==> src/rtl/dec_scan.sv <==
// Registered N-to-2^N one-hot decoder with enable and an auto-scan mode.
// DECODE registers the one-hot image of a; SCAN steps through every output, holding each for DWELL cycles.
module dec_scan #(
   parameter int N     = 2,
   parameter int DWELL = 4
) (
   input  logic             clk,
   input  logic             rst_n,
   input  logic             e,
   input  logic             mode,
   input  logic [N-1:0]     a,
   output logic [2**N-1:0]  y,
   output logic [N-1:0]     idx,
   output logic             wrap
);

   localparam int M  = 2**N;
   localparam int CW = (DWELL > 1) ? $clog2(DWELL) : 1;
   localparam logic [CW-1:0] CNT_LAST = CW'(DWELL - 1);

   typedef enum logic [1:0] {
      ST_OFF  = 2'd0,
      ST_DEC  = 2'd1,
      ST_SCAN = 2'd2
   } state_t;

   state_t          state, state_nxt;
   logic [CW-1:0]   cnt, cnt_nxt;
   logic [N-1:0]    idx_nxt;
   logic [M-1:0]    y_nxt;
   logic            wrap_nxt;
   logic            scan_stay;
   logic            scan_step;

   // State register together with all output registers.
   always_ff @(posedge clk or negedge rst_n) begin
      if (!rst_n) begin
         state <= ST_OFF;
         cnt   <= '0;
         idx   <= '0;
         y     <= '0;
         wrap  <= 1'b0;
      end else begin
         state <= state_nxt;
         cnt   <= cnt_nxt;
         idx   <= idx_nxt;
         y     <= y_nxt;
         wrap  <= wrap_nxt;
      end
   end

   always_comb begin
      state_nxt = ST_OFF;
      if (e) begin
         state_nxt = mode ? ST_SCAN : ST_DEC;
      end
   end

   // Entry into SCAN (from OFF or DEC) seeds from a; only a stay in SCAN advances the dwell.
   assign scan_stay = (state == ST_SCAN) && (state_nxt == ST_SCAN);
   assign scan_step = scan_stay && (cnt == CNT_LAST);

   always_comb begin
      cnt_nxt  = '0;
      idx_nxt  = idx;
      wrap_nxt = 1'b0;
      y_nxt    = '0;
      case (state_nxt)
         ST_DEC: begin
            idx_nxt = a;
         end
         ST_SCAN: begin
            if (!scan_stay) begin
               idx_nxt = a;
            end else if (scan_step) begin
               idx_nxt  = idx + 1'b1;
               wrap_nxt = &idx;
            end else begin
               cnt_nxt = cnt + 1'b1;
            end
         end
         default: begin
            idx_nxt = idx;
         end
      endcase
      if (state_nxt != ST_OFF) begin
         y_nxt[idx_nxt] = 1'b1;
      end
   end

   // y is either dark or exactly one-hot on idx.
   a_onehot0 : assert property (@(posedge clk) disable iff (!rst_n) $onehot0(y));
   a_y_idx   : assert property (@(posedge clk) disable iff (!rst_n) (y == '0) || y[idx]);
   a_wrap_y0 : assert property (@(posedge clk) disable iff (!rst_n) wrap |-> (idx == '0) && y[0]);

endmodule
==> config.mk <==
export PLATFORM = sky130hd
export DESIGN_NAME = dec_scan
export DESIGN_NICKNAME = d
export VERILOG_FILES = /design/src/rtl/dec_scan.sv
export SDC_FILE = /design/constraint.sdc
export NUM_CORES = 1
export LEC_CHECK = 0
export CAP_MARGIN = 40
export CORE_AREA = 2 2 39 41
export DETAILED_ROUTE_END_ITERATION = 8
export DIE_AREA = 0 0 41 43
export PLACE_DENSITY = 0.68
export RECOVER_POWER = 25
export REMOVE_ABC_BUFFERS = 1
export SLEW_MARGIN = 10
export SYNTH_ARGS = -nofsm -noshare
export SYNTH_HDL_FRONTEND = slang
export SYNTH_SLANG_ARGS = --single-unit
export TNS_END_PERCENT = 100
==> constraint.sdc <==
create_clock -name clk -period 3.5 [get_ports clk]
set_input_delay 0.35 -clock clk [delete_from_list [all_inputs] [get_ports clk]]
set_output_delay 0.35 -clock clk [all_outputs]
set_load 0.02 [all_outputs]
After elaboration in Yosys (flattened, before gate mapping)

Index checks and enable logic that the tools add are counted.

Register bits after elaboration: 11
Bits in latches: 0
Logic and storage cells: 32
Bits in read-only memories: 0
Memory bits (writable): 0
Input port bits: 6
Memories kept: 0

Add/subtract/negate cells: 2
Shifts and indexed selects: 0
Reduce and logical (&&, ||, !) cells: 5
Multipliers: 0
Divide/modulo/power cells: 0
Order comparisons: 2
Muxes and demuxes: 14
Equal/unequal tests: 4
Bitwise gates (word level): 0

Operator list:

| kind                | count |
|---|---|
| $mux 2              | 7 |
| $eq 2x2->1 const B  | 3 |
| $add 2x1->2 const B | 2 |
| $mux 1              | 4 |
| $mux 4              | 1 |
| $pmux 2 s2          | 1 |
| $logic_and 1x1->1   | 3 |
| $lt 2x3->1 const B  | 1 |
| $demux 1 s2         | 1 |
| $eq 2x1->1 const B  | 1 |
| $ge 2x1->1 const B  | 1 |
| $reduce_and 2->1    | 1 |
| $reduce_bool 2->1   | 1 |

Logic depth before layout (Yosys ltp)

Depth after elaboration: 13
Depth in mapped cells: 4
Depth with buffers taken out: 4

Least setup slack after synthesis

No wires, ideal clock.

Kind: register -> register
Start point: register cnt[0]
End point: register y[0]
Slack: 2.108 ns
Required time: 3.420 ns
Arrival: 1.313 ns
Library setup time: 0.080 ns
Stages on the path, launching flop included: 5
Path buffers: 0
Path through: dfrtp_1 > ha_1 > xor2_1 > a221o_1 > nor3b_2

Longest elaborated chain between the ends: 10

RTL lines:

| element                                                               | RTL line | text |
|---|---|---|
| start, declared                                                       | 28       | `logic [CW-1:0] cnt, cnt_nxt;` |
| start signal, assigned                                                | 45       | `cnt <= cnt_nxt;` |
| $eq 2x2->1 (*)                                                        | 61       | `assign scan_step = scan_stay && (cnt == CNT_LAST);` |
| $logic_and 1x1->1 (*)                                                 | 61       |  |
| $mux 2 (*)                                                            | 75       | `end else if (scan_step) begin` |
| $mux 2 (*)                                                            | 73       | `if (!scan_stay) begin` |
| $pmux 2 s2 (*)                                                        | 68       | `case (state_nxt)` |
| $lt 2x3->1 (not written as such) / $ge 2x1->1 (equally long branches) | 87       | `y_nxt[idx_nxt] = 1'b1;` |
| $logic_and 1x1->1 (not written as such)                               | 87       |  |
| $mux 1 (not written as such)                                          | 87       |  |
| $demux 1 s2 (*)                                                       | 87       |  |
| $mux 4 (*)                                                            | 86       | `if (state_nxt != ST_OFF) begin` |
| net y_nxt[0]                                                          | 30       | `logic [M-1:0] y_nxt;` |
| end signal, assigned                                                  | 47       | `y <= y_nxt;` |
| end, declared                                                         | 12       | `output logic [2**N-1:0] y,` |

Mark *: on every way through the listed nets, which the timed path passes. The rest lies on a longest branch.

Worst setup path after layout

Start point: register idx[0]
End point: output idx[0]

RTL lines:

| element                | RTL line | text |
|---|---|---|
| start, declared        | 13       | `output logic [N-1:0] idx,` |
| start signal, assigned | 46       | `idx <= idx_nxt;` |

No word-level cell between the ends.

==> summary.txt <==
Yosys
  • Synth area leaders: dfrtp_1, nor3b_2, ha_1, and2_2, a32oi_1
  • Most frequent cell after synthesis: dfrtp_1
  • Synth top cells by count: dfrtp_1, and2_2, nor3b_2
  • Leading area contributor after synthesis: dfrtp_1
  • Mean post-synth cell area: 13.1 um2
  • Synthesized flop and latch total: 11
  • Seq/Total Area, Yosys: 53.8%
  • Main synth FF type: dfrtp_1
  • Mapped cell area: 512 um2
  • Ys async rst share: 100%
  • Ys Warns: 0
  • Yosys top cell area share: 53.8%
  • Mapped Cells: 39
  • Post-synth EDFFs: 0
  • Post-synth cell types: 20

Worst setup path
  • Sum of buffers and inverters on the critical path: 1
  • Crit path launch: idx[0]
  • Max stage delay on crit path: 640 ps
  • CP Depth: 1
  • CP top delay family: buffers and inverters
  • Worst path slowest cell: clkdlybuf4s50_1
  • Reg2Reg Launch Point: cnt[0]
  • WP data required: 3150 ps
  • Critical Path Sink Type: output port
  • CP Launch Type: flop
  • WS Path Type: flop to output port
  • Worst-path cell chain: clkdlybuf4s50_1
  • Worst R2R Path Depth: 4
  • Critical Path AT: 1340 ps
  • Worst-path maximum fanout: 5

STA
  • Fin. Hold Viols: 0
  • Max Clock Freq: 590 MHz
  • Crit path time final: 1690 ps
  • Max Slew Vio Count: 0
  • Worst slew pin tran: 499 ps
  • Setup Skew: 1.30 ps
  • Setup TNS: 0 ps
  • Final Setup Violations: 0
  • RSZ-0062 raised after global routing: false
  • Fraction of the cycle the final worst path needs: 48.4%
  • Max-slew headroom: 66.6%

Route
  • DRC: 0
  • Iteration-0 DRC Markers: 6
  • Wire per inst: 12.6 um
  • Detailed Route WL: 882 um
  • Post-route ant nets: 0
  • Vias per Instance: 5.06
  • Routed via count: 354
  • Pre-Repair DR Iteration Count: 4

Floorplan
  • I/O pin count: 13
  • Die Area: 1760 um2
  • Core area: 1380 um2
  • Die H: 43 um
  • Initial Util: 37.0%
  • Die width: 41 um
  • Row cnt: 14

Power
  • Sequential Power Share: 50.7%
  • Clk network pwr share: 32.3%
  • Net Switching: 71.3 uW
  • Peak VDD IR: 0.000219 V
  • Pint: 202 uW
  • Pwr dens: 409 nW/um2
  • Logic pwr share: 17.0%
  • Leakage power: 0.314 nW
  • Net Sw Frac: 26.1%

Cells and area
  • N_diodes: 0
  • Layout overhead on the synthesized area: 30.3%
  • Post-route cell area: 667 um2
  • Layout cell share with drive strength beyond 1: 22.2%
  • Layout Nets: 63

Min path
  • Hold Crit Class: flop to flop
  • Hold depth: 1
  • HP Start: cnt[0]

Placed design
  • HPWL Detailed: 623 um
  • Final Wtd Congestion: 0.722
  • Dpl cell area: 641 um2
  • # port buffers: 12

Global routing
  • Antenna violations before repair: 0
  • Pin count of the biggest net entering global routing: 12
  • GR Util All Layers: 12.3%
  • Overflow after GRT: 0
  • First-pass GRT wire length: 1.40 mm
  • Vias in the first global route: 335

Clock tree
  • Clk Latency, worst-skew pair: 280 ps
  • Clk sink count: 11
  • Clock root buffer master: clkbuf_4
  • H-Tree Depth: 1
  • TritonCTS clock tree: done
  • Cts bufs inserted: 3
  • Postcts setup bufs: 0
  • Clk slew on worst S/H paths: 70 ps
  • Resize count post-CTS: 0
  • CTS Hold Bufs: 0
  • Worst-case clock buffer depth: 2

Outcome
  • Status: complete, no violations

Run
  • Maxcap violations: 0
[worst paths after layout]
kind,endpoint,slack (ps)
setup / recovery,idx[0],1810
setup reg to reg,y[0],2030
hold reg to reg,cnt[0],460
max in group asynchronous,idx[1],2690
hold / removal,cnt[0],460
min in group asynchronous,wrap,470
[per-stage QoR]
stage               worst slack, ps  std cells  power (mW)  utilization, %  hold WS [ps]
global placement               1790         66       0.188            46.3           444
CTS                            1800         70       0.276            48.2           426
floorplan                      2110         38       0.164               -          54.4
detailed placement             1790         66       0.188            46.3           450
finish                         1810         70       0.273            48.2           456
global route                   1780         70       0.281            48.2           497
[cells by family after synthesis]
family	synth area share [%]
simple gates	21.8
flops	53.8
compound gates	13.0
buf+inv	2.93
fa+ha+maj	4.89
xor+xnor	1.71
mux	1.96
[placed cells by master, fill, tap and decap left out, types with 2 or more instances in the layout]
cell type,instances
clkdlybuf4s50_1,11
ha_1,2
nor2_1,2
nor3b_2,3
clkbuf_4,3
a21oi_1,2
and2_2,3
nand2_1,2
a32oi_1,2
dfrtp_1,11
[power by group through the flow]
stage          Sequential (mW)  Combinational, mW  Clock [mW]
2_1_floorplan            0.147             0.0174           0
4_1_cts                  0.138             0.0473      0.0900
5_1_grt                  0.139             0.0509      0.0910
6_report                 0.139             0.0464      0.0882
3_5_place_dp             0.141             0.0472           0
3_3_place_gp             0.141             0.0466           0
[metal layers]
metal / GRT usage [%] / up-vias / part of all wire, %
met5: 0 / - / 0
met2: 14.7 / 13 / 39
met1: 16.9 / 161 / 49
li1: - / 175 / -
met4: 12.0 / 0 / 5.0
met3: 3.14 / 5 / 6.7
[sequential cells by signal, indices dropped and copies added, names as in the netlist]
name / count
y: 4
state: 2
wrap: 1
idx: 2
cnt: 2
[cell type report]
type / instances / area [um2]
Clock buffer: 4 / 26.3
Fill cell: 140 / 717
Inverter: 1 / 3.75
Multi-Input combinational cell: 26 / 221
Sequential cell: 11 / 275
Tap cell: 16 / 20.0
Timing Repair Buffer: 12 / 120
Note: power is estimated with default switching activity, not from simulation.
